### config.mk
export PLATFORM = sky130hd
export DESIGN_NAME = lsu_sram_if
export DESIGN_NICKNAME = d
export VERILOG_FILES = /design/src/rtl/lsu_sram_if.sv
export SDC_FILE = /design/constraint.sdc
export NUM_CORES = 1
export LEC_CHECK = 0
export BUFFER_PORTS_ARGS = -buffer_cell sky130_fd_sc_hd__buf_2
export CELL_PAD_IN_SITES_DETAIL_PLACEMENT = 1
export CELL_PAD_IN_SITES_GLOBAL_PLACEMENT = 2
export CORE_MARGIN = 2
export CORE_UTILIZATION = 32
export DETAILED_ROUTE_END_ITERATION = 8
export GPL_TIMING_DRIVEN = 0
export PLACE_DENSITY = 0.79
export SKIP_LAST_GASP = 1
export SYNTH_ARGS = -nofsm -noshare
export SYNTH_HDL_FRONTEND = slang
export SYNTH_SLANG_ARGS = --single-unit
### constraint.sdc
create_clock -name clk -period 2.3 [get_ports clk]
set_input_delay 0.115 -clock clk [delete_from_list [all_inputs] [get_ports clk]]
set_output_delay 0.115 -clock clk [all_outputs]
set_load 0.01 [all_outputs]
### src/rtl/lsu_sram_if.sv
// rtl/lsu_sram_if.sv - MEM-stage load/store unit driving an SRAM-like req/addr_ok/data_ok bus
// One access per instruction: decode, lane placement, alignment faults, handshake FSM, load extract.
module lsu_sram_if #(
   parameter int ADDR_W       = 32,
   parameter bit UNALIGNED_EN = 1'b1
) (
   input  logic              clk,
   input  logic              resetn,
   input  logic              mem_en,
   input  logic              mem_adv,
   input  logic              flush,
   input  logic [7:0]        op,
   input  logic [ADDR_W-1:0] addr,
   input  logic [31:0]       wdata,
   input  logic [31:0]       rt_old,
   output logic              data_req,
   output logic              data_wr,
   output logic [1:0]        data_size,
   output logic [3:0]        data_wstrb,
   output logic [ADDR_W-1:0] data_addr,
   output logic [31:0]       data_wdata,
   input  logic              data_addr_ok,
   input  logic              data_data_ok,
   input  logic [31:0]       data_rdata,
   output logic [31:0]       rdata_o,
   output logic              stall_o,
   output logic              adel,
   output logic              ades,
   output logic [ADDR_W-1:0] bad_addr
);

   localparam logic [7:0] OP_LB  = 8'b1110_0000;
   localparam logic [7:0] OP_LH  = 8'b1110_0001;
   localparam logic [7:0] OP_LWL = 8'b1110_0010;
   localparam logic [7:0] OP_LW  = 8'b1110_0011;
   localparam logic [7:0] OP_LBU = 8'b1110_0100;
   localparam logic [7:0] OP_LHU = 8'b1110_0101;
   localparam logic [7:0] OP_LWR = 8'b1110_0110;
   localparam logic [7:0] OP_SB  = 8'b1110_1000;
   localparam logic [7:0] OP_SH  = 8'b1110_1001;
   localparam logic [7:0] OP_SWL = 8'b1110_1010;
   localparam logic [7:0] OP_SW  = 8'b1110_1011;
   localparam logic [7:0] OP_SWR = 8'b1110_1110;

   typedef enum logic [2:0] {S_IDLE, S_REQ, S_WAIT, S_ABORT, S_DONE} state_t;

   state_t      state;
   logic [7:0]  op_q;
   logic [1:0]  lo_q;
   logic [31:0] rt_q;
   logic        ld_q;

   logic        is_load, is_store, start;
   logic [1:0]  lo;
   logic [4:0]  sh;
   logic [1:0]  n_size;
   logic [3:0]  n_strb;
   logic [31:0] n_wdata;
   logic [ADDR_W-1:0] n_addr;
   logic [4:0]  sh_q;
   logic [7:0]  rbyte;
   logic [15:0] rhalf;
   logic [31:0] ld_result;

   assign lo = addr[1:0];
   assign sh = {lo, 3'b000};

   always_comb begin
      is_load  = 1'b0;
      is_store = 1'b0;
      case (op)
         OP_LB, OP_LBU, OP_LH, OP_LHU, OP_LW: is_load  = 1'b1;
         OP_SB, OP_SH, OP_SW:                 is_store = 1'b1;
         OP_LWL, OP_LWR:                      is_load  = UNALIGNED_EN;
         OP_SWL, OP_SWR:                      is_store = UNALIGNED_EN;
         default: ;
      endcase
   end

   assign adel = mem_en & (((op == OP_LW) & (lo != 2'b00)) |
                           (((op == OP_LH) | (op == OP_LHU)) & lo[0]));
   assign ades = mem_en & (((op == OP_SW) & (lo != 2'b00)) | ((op == OP_SH) & lo[0]));
   assign bad_addr = (adel | ades) ? addr : '0;

   assign start   = mem_en & (is_load | is_store) & ~adel & ~ades & ~flush & (state == S_IDLE);
   assign stall_o = start | (state == S_REQ) | (state == S_WAIT) | (state == S_ABORT);

   // Bus image for the access about to start; loads carry no strobes.
   always_comb begin
      n_size  = 2'd2;
      n_strb  = 4'b0000;
      n_wdata = 32'h0;
      n_addr  = addr;
      case (op)
         OP_LB, OP_LBU: n_size = 2'd0;
         OP_LH, OP_LHU: n_size = 2'd1;
         OP_LWL, OP_LWR: n_addr = {addr[ADDR_W-1:2], 2'b00};
         OP_SB: begin
            n_size  = 2'd0;
            n_strb  = 4'b0001 << lo;
            n_wdata = {4{wdata[7:0]}};
         end
         OP_SH: begin
            n_size  = 2'd1;
            n_strb  = lo[1] ? 4'b1100 : 4'b0011;
            n_wdata = {2{wdata[15:0]}};
         end
         OP_SW: begin
            n_strb  = 4'b1111;
            n_wdata = wdata;
         end
         OP_SWL: begin
            n_addr  = {addr[ADDR_W-1:2], 2'b00};
            n_strb  = 4'b1111 >> ~lo;
            n_wdata = wdata >> {~lo, 3'b000};
         end
         OP_SWR: begin
            n_addr  = {addr[ADDR_W-1:2], 2'b00};
            n_strb  = 4'b1111 << lo;
            n_wdata = wdata << sh;
         end
         default: ;
      endcase
   end

   assign sh_q  = {lo_q, 3'b000};
   assign rbyte = 8'(data_rdata >> sh_q);
   assign rhalf = lo_q[1] ? data_rdata[31:16] : data_rdata[15:0];

   always_comb begin
      ld_result = data_rdata;
      case (op_q)
         OP_LB:  ld_result = {{24{rbyte[7]}}, rbyte};
         OP_LBU: ld_result = {24'h0, rbyte};
         OP_LH:  ld_result = {{16{rhalf[15]}}, rhalf};
         OP_LHU: ld_result = {16'h0, rhalf};
         OP_LWL: ld_result = (data_rdata << {~lo_q, 3'b000}) | (rt_q & (32'h00FF_FFFF >> sh_q));
         OP_LWR: ld_result = (data_rdata >> sh_q) | (rt_q & ~(32'hFFFF_FFFF >> sh_q));
         default: ;
      endcase
   end

   always_ff @(posedge clk or negedge resetn) begin
      if (!resetn) begin
         state      <= S_IDLE;
         data_req   <= 1'b0;
         data_wr    <= 1'b0;
         data_size  <= 2'd0;
         data_wstrb <= 4'b0000;
         data_addr  <= '0;
         data_wdata <= 32'h0;
         rdata_o    <= 32'h0;
         op_q       <= 8'h0;
         lo_q       <= 2'b00;
         rt_q       <= 32'h0;
         ld_q       <= 1'b0;
      end else begin
         case (state)
            S_IDLE: if (start) begin
               state      <= S_REQ;
               data_req   <= 1'b1;
               data_wr    <= is_store;
               data_size  <= n_size;
               data_wstrb <= n_strb;
               data_addr  <= n_addr;
               data_wdata <= n_wdata;
               op_q       <= op;
               lo_q       <= lo;
               rt_q       <= rt_old;
               ld_q       <= is_load;
            end
            // An accepted address always owes a response, even if flushed.
            S_REQ: if (data_addr_ok) begin
               data_req <= 1'b0;
               state    <= flush ? S_ABORT : S_WAIT;
            end else if (flush) begin
               data_req <= 1'b0;
               state    <= S_IDLE;
            end
            S_WAIT: if (data_data_ok) begin
               if (flush) begin
                  state <= S_IDLE;
               end else begin
                  if (ld_q) rdata_o <= ld_result;
                  state <= S_DONE;
               end
            end else if (flush) begin
               state <= S_ABORT;
            end
            S_ABORT: if (data_data_ok) state <= S_IDLE;
            S_DONE:  if (mem_adv | flush) state <= S_IDLE;
            default: state <= S_IDLE;
         endcase
      end
   end

endmodule

# Yosys cells after proc, flatten, opt, wreduce, memory -nomap -nowiden
# Index checks and enable logic that the tools add are counted.
# op_classes
n_addsub	0
multipliers	0
div_mod_pow	0
n_lt_le_gt_ge	0
eq_ne	27
shift	9
muxes	24
bitwise_logic	30
reduce_logical	12
# op_table
op	count
32-bit case mux with 6 select lines	1
32-bit case mux with 5 select lines	1
8-bit equality test, second input constant	18
32-bit bitwise AND	2
32-bit bitwise OR	2
32-bit by 5-bit << shifter with 32-bit output	2
32-bit by 5-bit >> shifter with 32-bit output	2
32-bit two-way mux	1
32-bit NOT	1
24-bit by 5-bit >> shifter with 32-bit output, first input constant	1
32-bit by 5-bit >> shifter with 32-bit output, first input constant	1
3-bit two-way mux	8
4-bit case mux with 5 select lines	1
16-bit two-way mux	1
3-bit case mux with 5 select lines	1
1-bit bitwise AND	11
1-bit bitwise OR	9
7-bit OR reduction	1
3-bit by 2-bit equality test with 1-bit output, second input constant	2
1-bit two-way mux	6
2-bit != test, second input constant	3
3-bit != test, second input constant	2
3-bit OR reduction	2
5-bit AND reduction	1
other kinds (18)	22
# totals
regBits	150
latchBits	0
ramBits	0
romBits	0
in_bits	143
output_inout_bits	139
elab_cells	114
mem_count	0

# Logic depth before layout (Yosys ltp)
# Gate-level depths: netlist of run 1.
# logic_depth
ltp_word	13
mapped_depth	8
mapped_depth_nobuf	5

# Least setup slack after synthesis of run 1
# Ideal clock, no wire load.
# synth_path
path_kind	flip-flop to flip-flop
from	register state[1]
to	register rt_q[21]
setup_ns	0.125
arrival_ns	1.695
t_required_ns	2.175
setup_slack_ns	0.480
stages_incl_launch_ff	7
n_path_buf	3
synth_period_minus_slack_ns	1.820
path_cell_list	dfrtp_1 buf_2 nor4_1 and3_1 buf_4 buf_6 mux2_2
# synth_between
elab_chain_len	3
# synth_rtl
item	line	text
start: declaration	47	state_t state;
start signal: assignment	175	state <= flush ? S_ABORT : S_WAIT;
3-bit zero test *	85, 158	
1-bit bitwise AND	85	assign start = mem_en & (is_load | is_store) & ~adel & ~ades & ~flush & (state == S_IDLE);
2-bit AND reduction (no line) *	--	
end signal: assignment	169	rt_q <= rt_old;
end: declaration	50	logic [31:0] rt_q;
# Mark *: on every way between the ends. The rest lies on a longest branch, timed or not.
# A chain may end at the register's enable or synchronous reset.

# Worst setup path after layout of run 1
# layout_path
from	register state[0]
to	register rdata_o[8]
# layout_between
elab_chain_len	2
# layout_rtl
item	line	text
3-bit by 2-bit equality test with 1-bit output	158	case (state)
4-bit AND reduction (no line)	--	
end signal: assignment	184	if (ld_q) rdata_o <= ld_result;
end: declaration	25	output logic [31:0] rdata_o,
# Every way passes these cells.

==> results.sh, run 1 <==
export IMPL_status="finished clean"
export IMPL_drc=0
export IMPL_final_cells=1731
export IMPL_core_mm2=0.0294
export IMPL_netlist_area_mm2=0.00950
export IMPL_period_needed_ps=2160
export IMPL_cts_root_buf="clkbuf_16"
export IMPL_synthesis_nets=1104
export IMPL_grt_pass1_wl_um=60000
export IMPL_slew_violations=0
export IMPL_setup_slack_ps=143
export IMPL_drt_iter0_markers=677
export IMPL_fin_hold_ws_ps=16.4
export IMPL_clockBufferDepth=2
export IMPL_cp_required_ps=2590
export IMPL_leakagePower_nw=6.08
export IMPL_fmax_ghz=0.464
export IMPL_fin_tns_setup_ps=0
export IMPL_drive_gt1_share_pct=37.3
export IMPL_max_stage_delay_ps=400
export IMPL_swShare_pct=33.9
export IMPL_max_vdd_ir_drop_mv=0.514
export IMPL_final_hold_viol_count=0
export IMPL_pwr_share_seq_pct=37.0
export IMPL_numCtsBuffers=17
export IMPL_synth_edff_count=0
export IMPL_cts_reportedPaths_clkPinSlew_ps=70
export IMPL_timing_final_crit_share_pct=93.8
export IMPL_h_tree_depth=4
export IMPL_synthCells=961
export IMPL_avgSynthCellArea_um2=9.88
export IMPL_pwr_share_comb_pct=29.9
export IMPL_io_pin_count=282
export IMPL_tightest_slew_ps=869
export IMPL_die_h_um=176
export IMPL_grt_pass1_vias=9976
export IMPL_synth_flop_cell="dfrtp_1"
export IMPL_critPathBufInv=3
export IMPL_grt_max_degree=77
export IMPL_dp_slack_ps=-103
export IMPL_cts_sinks=150
export IMPL_clk_latency_ps=440
export IMPL_stdcell_area_mm2=0.0127
export IMPL_crit_arrival_ps=2450
export IMPL_portBuffers=280
export IMPL_relSlewSlack_pct=42.0
export IMPL_total_power_mw=8.79
export IMPL_pwr_share_clk_pct=33.1
export IMPL_ys_warn_count=0
export IMPL_layout_nets=1470
export IMPL_tritoncts="done"
export IMPL_p_int_mw=5.81
export IMPL_synth_cell_types=71
export IMPL_r2r_slack_ps=140
export IMPL_die_area_mm2=0.0311
export IMPL_crit_top_cell="buf_2"
export IMPL_critPathKind="reg2reg"
export IMPL_powerDensity_mw_per_mm2=692
export IMPL_gp_congestion=0.875
export IMPL_utilization_pct=43.2
export IMPL_dp_hpwl_um=28900
export IMPL_async_reset_ff_share_pct=100
export IMPL_cp_cell_sequence="buf_2 > and4bb_2 > and2_1 > buf_2 > and4_1 > clkbuf_1 > a31oi_1"
export IMPL_track_usage_pct=25.2
export IMPL_hp_class="in2reg"
export IMPL_multi_input_area_mm2=0.00530
export IMPL_seqCellArea_mm2=0.00375
export IMPL_antenna_found_initial=3
export IMPL_nFillCells=3442
export IMPL_die_width_um=176
export IMPL_p_switching_mw=2.98
export IMPL_viasPerCell=5.46
export IMPL_cap_violations=0
export IMPL_vias=9447
export IMPL_initial_core_util_pct=32.3
export IMPL_syn2layout_area_growth_pct=33.7
export IMPL_slowest_stage="clkbuf_1"
export IMPL_placed_cell_area_mm2=0.0114
export IMPL_setup_viol=0
export IMPL_wl_per_cell_um=22.4
export IMPL_dp_cells=1632
export IMPL_final_antenna_net_count=0
export IMPL_drt_pass1_iterations=9
export IMPL_wl_um=38700
export IMPL_rsz0062_at_grt="no"
export IMPL_ys_ff_latch=150
export IMPL_fp_row_count=63
export IMPL_grt_ovfl_total=0
export IMPL_cp_max_fo=9
export IMPL_endpoint_kind="flip-flop"
export IMPL_cpLargestDelayFamily="buffers and inverters"
export IMPL_start_kind="flip-flop"
export IMPL_ys_seq_area_share_pct=39.5
export IMPL_finClkSkew_ps=12.1
==> state kept, by name, summed over array words and instances, names as in the netlist, 3 cells and up <==
name and flops:
state 3, data_wdata 32, rdata_o 32, data_wstrb 4, data_addr 32, rt_q 32
op_q 8
==> metal layers <==
layer	vias up	GRT usage, %	wire, um
met5	-	0	28
li1	4303	-	-
met4	4	7.23	861
met2	355	42.8	18900
met3	51	5.34	2350
met1	4734	32.4	16600
==> power groups by stage <==
| stage | logic, mW | registers (mW) | clock network, mW |
|---|---|---|---|
| after floorplan | 1.53 | 3.30 | 0 |
| after global placement | 2.46 | 3.28 | 0 |
| after detailed placement | 2.52 | 3.30 | 0 |
| after CTS | 2.62 | 3.25 | 2.97 |
| after global routing | 2.86 | 3.30 | 3.08 |
| final | 2.63 | 3.25 | 2.91 |
==> cells by family (layout without fill, tap and decap cells) <==
logic type	count (synthesis)	count (layout)	synth area share (%)
and+or+nand+nor	279	279	15.7
buffers and inverters	90	469	4.91
muxes	166	166	21.0
DFF	150	150	39.5
AOI/OAI and AO/OA	275	275	18.8
other	0	1	0
xor gates and xnor gates	1	1	0.0922
==> worst min-delay path, cell delays in order <==
cell      delay [ps]
buf_2            100
a221oi_1          80
o21ai_1          110
==> path summary, 6_finish.rpt <==
kind	startpoint	to	cells past startpoint
max in group asynchronous	resetn	data_addr[2]	3
min in group asynchronous	resetn	rdata_o[27]	2
max reg2reg	state[0]	rdata_o[8]	7
max	state[0]	rdata_o[8]	7
min	wdata[31]	data_wdata[31]	3
min reg2reg	data_addr[27]	data_addr[27]	2
==> timing repair <==
| action | 4_1_cts | 5_1_grt |
|---|---|---|
| setup buffers | 0 | 2 |
| hold buffers | 64 | 0 |
| setup endpoints to repair | 77 | 23 |
| pin swaps | 0 | 0 |
| hold endpoints to repair | 137 | 0 |
| resized for setup | 1 | 9 |
==> cells in the mapped netlist, drive strengths merged, types with 13 or more instances <==
| cell | number | area (um2) |
|---|---|---|
| mux4 | 17 | 383 |
| buf | 59 | 350 |
| mux2i | 59 | 594 |
| and2 | 33 | 206 |
| nand2 | 120 | 453 |
| clkbuf | 23 | 86.3 |
| dfrtp | 150 | 3750 |
| mux2 | 90 | 1010 |
| o22ai | 18 | 113 |
| a31oi | 13 | 81.3 |
| nor2 | 37 | 141 |
| o21ai | 114 | 571 |
| a21oi | 43 | 215 |
| or3 | 17 | 106 |
==> final cells by class <==
type / instances / share of cell area (%)
multi-input cells: 721 / 41.7
flip-flops and latches: 150 / 29.6
plain buffers: 82 / 3.47
well taps: 390 / 3.84
clock inverters: 15 / 1.30
inverters: 8 / 0.236
clock buffers: 17 / 3.35
diodes: 1 / 0.0197
repair buffers: 347 / 16.5
==> layout by cell type (no fill, tap or decap), types with 17 or more instances in the layout <==
| cell | Yosys | final |
|---|---|---|
| mux2_2 | 84 | 84 |
| o22ai_1 | 18 | 18 |
| mux4_2 | 17 | 17 |
| and2_1 | 33 | 33 |
| o21ai_0 | 97 | 97 |
| nand2_1 | 119 | 119 |
| dlygate4sd3_1 | 0 | 64 |
| dfrtp_1 | 150 | 150 |
| mux2i_1 | 58 | 58 |
| clkbuf_16 | 0 | 17 |
| clkbuf_1 | 23 | 20 |
| or3_1 | 17 | 17 |
| nor2_1 | 36 | 34 |
| a21oi_1 | 43 | 43 |
| o21ai_1 | 17 | 17 |
| buf_2 | 37 | 316 |
Note: power is estimated with default switching activity, not from simulation.
==> run 2, diff against run 1 <==
ABC_AREA = 1   (was not set)
CORE_UTILIZATION = 27   (was 32)
PLACE_DENSITY = 0.77   (was 0.79)
==> run 2 against run 1 <==
Setup slack worse by 35 ps. Sequential share of layout area down 0.96 points. Via count up 28%. Maximum frequency down 1.6%. Routed wire length up 32%. Global-route usage up 1.8 points. Power up 25%. Clock skew down 0.96 ps. Die area up 22%. Combinational power up 63%. Worst hold slack better by 18 ps. Largest cell class unchanged. Largest power group is now combinational logic. Highest routed layer unchanged.
==> results.sh, run 2 <==
export IMPL_tritoncts="done"
export IMPL_final_cells=2392
export IMPL_busiest_layer="met2"
export IMPL_core_mm2=0.0357
export IMPL_ys_warn_count=0
export IMPL_clockBufferDepth=2
export IMPL_dp_cells=2296
export IMPL_grt_pass1_vias=12600
export IMPL_drt_iter0_markers=836
export IMPL_cp_max_fo=10
export IMPL_met1_usage_pct=35.5
export IMPL_endpoint_kind="flip-flop"
export IMPL_gp_congestion=0.905
export IMPL_antenna_found_initial=2
export IMPL_met2_usage_pct=45.0
export IMPL_multi_input_area_mm2=0.00511
export IMPL_worstRegToRegCells=8
export IMPL_dp_hpwl_um=38300
export IMPL_cts_root_buf="clkbuf_16"
export IMPL_most_common_layout_cells="633 x nand2_1, 293 x buf_2, 150 x dfrtp_1"
export IMPL_cp_required_ps=2620
export IMPL_synthesis_nets=1698
export IMPL_synth_top_cell_area_share_pct=38.2
export IMPL_synthTopCellsByArea="dfrtp_1 38%, nand2_1 24%, o21ai_0 6.0%, inv_1 5.7%, nor2_1 4.8%"
export IMPL_final_antenna_net_count=0
export IMPL_finClkSkew_ps=11.1
export IMPL_period_needed_ps=2190
export IMPL_max_stage_delay_ps=340
export IMPL_track_usage_pct=27.1
export IMPL_synth_largest_area_cell="dfrtp_1"
export IMPL_drt_pass1_iterations=5
export IMPL_cap_violations=0
export IMPL_post_synth_top_count_cell="nand2_1"
export IMPL_grt_pass1_wl_um=77900
export IMPL_wl_per_cell_um=21.3
export IMPL_status="finished clean"
export IMPL_crit_arrival_ps=2510
export IMPL_slew_violations=0
export IMPL_syn2layout_area_growth_pct=33.6
export IMPL_setup_slack_ps=108
export IMPL_fp_row_count=69
export IMPL_nFillCells=4681
export IMPL_die_width_um=195
export IMPL_die_h_um=195
export IMPL_h_tree_depth=4
export IMPL_initial_core_util_pct=27.5
export IMPL_io_pin_count=282
export IMPL_final_hold_viol_count=0
export IMPL_vias=12100
export IMPL_cp_cell_sequence="nand2_1 > nor3_4 > o211ai_1 > inv_2 > clkbuf_2 > nand4_1 > nand2_1 > nand2_1"
export IMPL_fmax_ghz=0.456
export IMPL_timing_final_crit_share_pct=95.3
export IMPL_grt_max_degree=83
export IMPL_portBuffers=279
export IMPL_die_area_mm2=0.0379
export IMPL_ys_ff_latch=150
export IMPL_clk_latency_ps=450
export IMPL_yosys_top_cells_count="634 x nand2_1, 150 x dfrtp_1, 149 x inv_1"
export IMPL_start_kind="flip-flop"
export IMPL_grt_ovfl_total=0
export IMPL_cts_reportedPaths_clkPinSlew_ps=60
export IMPL_rsz0062_at_grt="no"
export IMPL_critPathKind="reg2reg"
export IMPL_wl_um=51000
export IMPL_numCtsBuffers=17
export IMPL_use_met3_pct=5.19
export IMPL_synth_edff_count=0
export IMPL_cts_sinks=150
export IMPL_relSlewSlack_pct=28.2
export IMPL_final_common_cell="nand2_1"
export IMPL_synth_flop_cell="dfrtp_1"
export IMPL_avgSynthCellArea_um2=6.32
export IMPL_seqCellArea_mm2=0.00375
export IMPL_netlist_area_mm2=0.00982
export IMPL_drive_gt1_share_pct=20.5
export IMPL_layout_nets=2062
export IMPL_async_reset_ff_share_pct=100
export IMPL_ys_seq_area_share_pct=38.2
export IMPL_drc=0
export IMPL_crit_top_cell="nand2_1"
export IMPL_slowest_stage="dfrtp_1"
export IMPL_setup_viol=0
export IMPL_hp_class="in2reg"
export IMPL_max_vdd_ir_drop_mv=0.626
export IMPL_tightest_slew_ps=1070
export IMPL_fin_hold_ws_ps=34.0
export IMPL_synthCells=1555
export IMPL_synth_cell_types=36
export IMPL_worstHoldPathCells=3
export IMPL_dp_slack_ps=-496
export IMPL_viasPerCell=5.07
export IMPL_powerDensity_mw_per_mm2=837
export IMPL_leakagePower_nw=7.26
-- run 2: report_power, final --
part / internal [mW] / total [mW] / leakage (nW) / switching [mW]
Clock: 1.59 / 2.79 / 0.278 / 1.21
Combinational: 1.41 / 4.29 / 5.07 / 2.87
Sequential: 3.41 / 3.91 / 1.91 / 0.491
Total: 6.41 / 11.0 / 7.26 / 4.57
-- run 2: logic make-up after synthesis --
kind of cell / share of synthesized area [%]
simple gates: 36.6
buf+inv: 10.1
compound gates: 15.1
flops: 38.2
-- run 2: final cells by class --
cell class	instances	share of cell area [%]
multi-input combinational	1160	38.9
sequential	150	28.6
timing repair buffer	346	15.9
inverter	164	4.76
tap	461	4.40
clock buffer	22	3.69
buffer	80	3.09
clock inverter	8	0.572
antenna	1	0.0191
-- run 2: worst max-delay path, delay by kind of cell, from the launching register on --
kind | cells | cell delay, ps
flip-flops | 1 | 340
AO/OA/AOI/OAI | 1 | 310
buffers and inverters | 2 | 540
AND/OR/NAND/NOR | 5 | 860
-- run 2: metrics by stage --
stage / TNS [ps] / power (mW) / utilization (%) / instance area [um2]
after floorplan: 0 / 6.17 / - / 9820
after global placement: -237240 / 7.92 / 33.1 / 11800
after detailed placement: -42630 / 8.00 / 33.2 / 11800
after CTS: -49.7 / 11.0 / 36.6 / 13100
after global routing: 0 / 11.8 / 36.8 / 13100
final: 0 / 11.0 / 36.8 / 13100
-- run 2: metal layers --
| layer | part of all wire [%] | vias up |
|---|---|---|
| met5 | 0.014 | - |
| met4 | 2.5 | 2 |
| met3 | 6.7 | 80 |
| met2 | 47 | 484 |
| met1 | 44 | 5891 |
| li1 | - | 5661 |
-- run 2: path summary, 6_finish.rpt --
path / start / end / slack [ps]
worst min register to register: data_wdata[6] / data_wdata[6] / 470
worst max-delay path: op_q[6] / rdata_o[10] / 110
worst min-delay path: op[0] / op_q[0] / 30
max in group asynchronous: resetn / data_wdata[30] / 1220
worst max register to register: op_q[6] / rdata_o[10] / 110
min in group asynchronous: resetn / data_addr[31] / 240
-- run 2: timing repair --
item                                    4_1_cts  5_1_grt
endpoints found under the setup margin       59       55
hold buffers                                 64        0
buffers inserted                              0        2
endpoints found under the hold margin       131        0
gates resized for setup                      19       36
pin swaps                                     0        0
==> run 3, diff against run 2 <==
ABC_AREA = not set   (was 1)
CORE_UTILIZATION = 32   (was 27)
PLACE_DENSITY = not set   (was 0.77)
PLACE_DENSITY_LB_ADDON = 0.05   (was not set)
==> run 3 against run 2 <==
Register-to-register slack got worse by 40 ps. Power shrank 17%. Maximum frequency fell by 1.9%. Critical path depth shrank 2. Combinational power shrank 39%. Clock power up 15%. Routed wire length fell by 24%. First-iteration DRC count decreased by 21%. Highest routed layer is now met4.
==> results.sh, run 3 (synthesis results as in run 1) <==
export IMPL_grt_max_degree=107
export IMPL_clk_latency_ps=440
export IMPL_endpoint_kind="flip-flop"
export IMPL_slew_violations=0
export IMPL_num_antenna_cells=0
export IMPL_relSlewSlack_pct=32.1
export IMPL_hp_class="in2reg"
export IMPL_min_from="wdata[26]"
export IMPL_fmax_ghz=0.448
export IMPL_top_layer="met4"
export IMPL_h_tree_depth=4
export IMPL_leakagePower_nw=6.10
export IMPL_grt_pass1_vias=9583
export IMPL_cts_root_buf="clkbuf_16"
export IMPL_clockBufferDepth=2
export IMPL_die_area_mm2=0.0311
export IMPL_viasPerCell=5.36
export IMPL_tritoncts="done"
export IMPL_layout_nets=1470
export IMPL_fin_tns_setup_ps=0
export IMPL_grt_pass1_wl_um=58400
export IMPL_track_usage_pct=25.0
export IMPL_antenna_found_initial=0
export IMPL_numCtsBuffers=17
export IMPL_drc=0
export IMPL_final_cells=1730
export IMPL_nFillCells=3421
export IMPL_cp_required_ps=2650
export IMPL_cts_reportedPaths_clkPinSlew_ps=70
export IMPL_gp_congestion=0.884
export IMPL_final_hold_viol_count=0
export IMPL_cts_sinks=150
export IMPL_timing_final_crit_share_pct=97.1
export IMPL_setup_slack_ps=65.8
export IMPL_period_needed_ps=2230
export IMPL_tightest_slew_ps=1020
export IMPL_fp_row_count=63
export IMPL_status="finished clean"
export IMPL_syn2layout_area_growth_pct=34.4
export IMPL_finClkSkew_ps=12.1
export IMPL_cpLargestDelayFamily="compound AO/OA/AOI/OAI gates"
export IMPL_die_width_um=176
export IMPL_wl_per_cell_um=22.3
export IMPL_rsz0062_at_grt="yes"
export IMPL_critPathLaunch="op_q[2]"
export IMPL_cap_violations=0
export IMPL_dr_wl_met2_um=19600
export IMPL_die_h_um=176
export IMPL_start_kind="flip-flop"
export IMPL_wl_um=38500
export IMPL_portBuffers=280
export IMPL_final_antenna_net_count=0
export IMPL_drt_iter0_markers=659
export IMPL_io_pin_count=282
export IMPL_core_mm2=0.0294
export IMPL_max_vdd_ir_drop_mv=0.480
export IMPL_utilization_pct=43.4
export IMPL_drt_pass1_iterations=5
export IMPL_dp_cells=1632
export IMPL_crit_arrival_ps=2580
export IMPL_wl_met3_um=1830
export IMPL_final_common_cell="buf_2"
export IMPL_critPathKind="reg2reg"
export IMPL_initial_core_util_pct=32.3
export IMPL_most_common_layout_cells="315 x buf_2, 150 x dfrtp_1, 119 x nand2_1"
export IMPL_grt_ovfl_total=0
export IMPL_powerDensity_mw_per_mm2=712
export IMPL_wl_met1_um=16200
export IMPL_cp_cell_sequence="buf_2 > inv_1 > a21oi_1 > nand3_1 > o2111a_1 > o21ai_0"
export IMPL_drive_gt1_share_pct=37.1
export IMPL_dp_hpwl_um=28500
export IMPL_critPathBufInv=2
export IMPL_dp_slack_ps=-49.4
export IMPL_cp_max_fo=9
export IMPL_total_power_mw=9.09
export IMPL_vias=9272
export IMPL_setup_viol=0
export IMPL_slowest_stage="a21oi_1"
export IMPL_worstReg2RegStart="op_q[2]"
export IMPL_max_stage_delay_ps=810
-- run 3: routing by layer --
layer | up-vias | GRT usage (%)
met2 | 292 | 44.2
met3 | 41 | 4.33
met4 | 0 | 7.75
met1 | 4637 | 31.0
li1 | 4302 | -
met5 | - | 0
-- run 3: worst paths after layout --
path | cells after the start | slack, ps | to
min in group asynchronous | 2 | 160 | rt_q[28]
worst max register to register | 6 | 70 | rdata_o[4]
worst min register to register | 2 | 470 | data_addr[27]
max in group asynchronous | 3 | 1280 | data_wdata[22]
worst max-delay path | 6 | 70 | rdata_o[4]
worst min-delay path | 3 | 20 | data_wdata[26]
-- run 3: per-stage QoR --
stage	cell area, um2	hold slack [ps]
floorplan	9500	-181
global placement	11400	331
detailed placement	11400	36.2
CTS	12700	0.878
global route	12800	55.2
finish	12800	16.3
-- run 3: cell type report --
type	count	area [um2]	share of cell area [%]
buffer	81	439	3.44
clock buffer	19	443	3.47
clock inverter	13	218	1.71
inverter	8	30.0	0.235
multi-input combinational	721	5280	41.4
sequential	150	3750	29.4
tap	390	488	3.82
timing repair buffer	348	2110	16.5
-- run 3: power by group --
| group | total, mW | leakage, nW | internal, mW | switching [mW] |
|---|---|---|---|---|
| clock network | 3.21 | 0.315 | 1.97 | 1.24 |
| registers | 3.24 | 2.05 | 3.00 | 0.242 |
| logic | 2.63 | 3.74 | 1.18 | 1.45 |
| total | 9.09 | 6.10 | 6.15 | 2.94 |
-- run 3: worst register-to-register path: stages, from the launching register on --
cell and delay (ps):
dfrtp_1 330, buf_2 200, inv_1 90, a21oi_1 810, nand3_1 320, o2111a_1 230
o21ai_0 170
-- run 3: repair_timing --
action / 4_1_cts / 5_1_grt
endpoints found under the hold margin: 110 / 0
hold buffers: 66 / 0
resized for setup: 2 / 6
endpoints found under the setup margin: 6 / 16
buffers inserted: 0 / 1
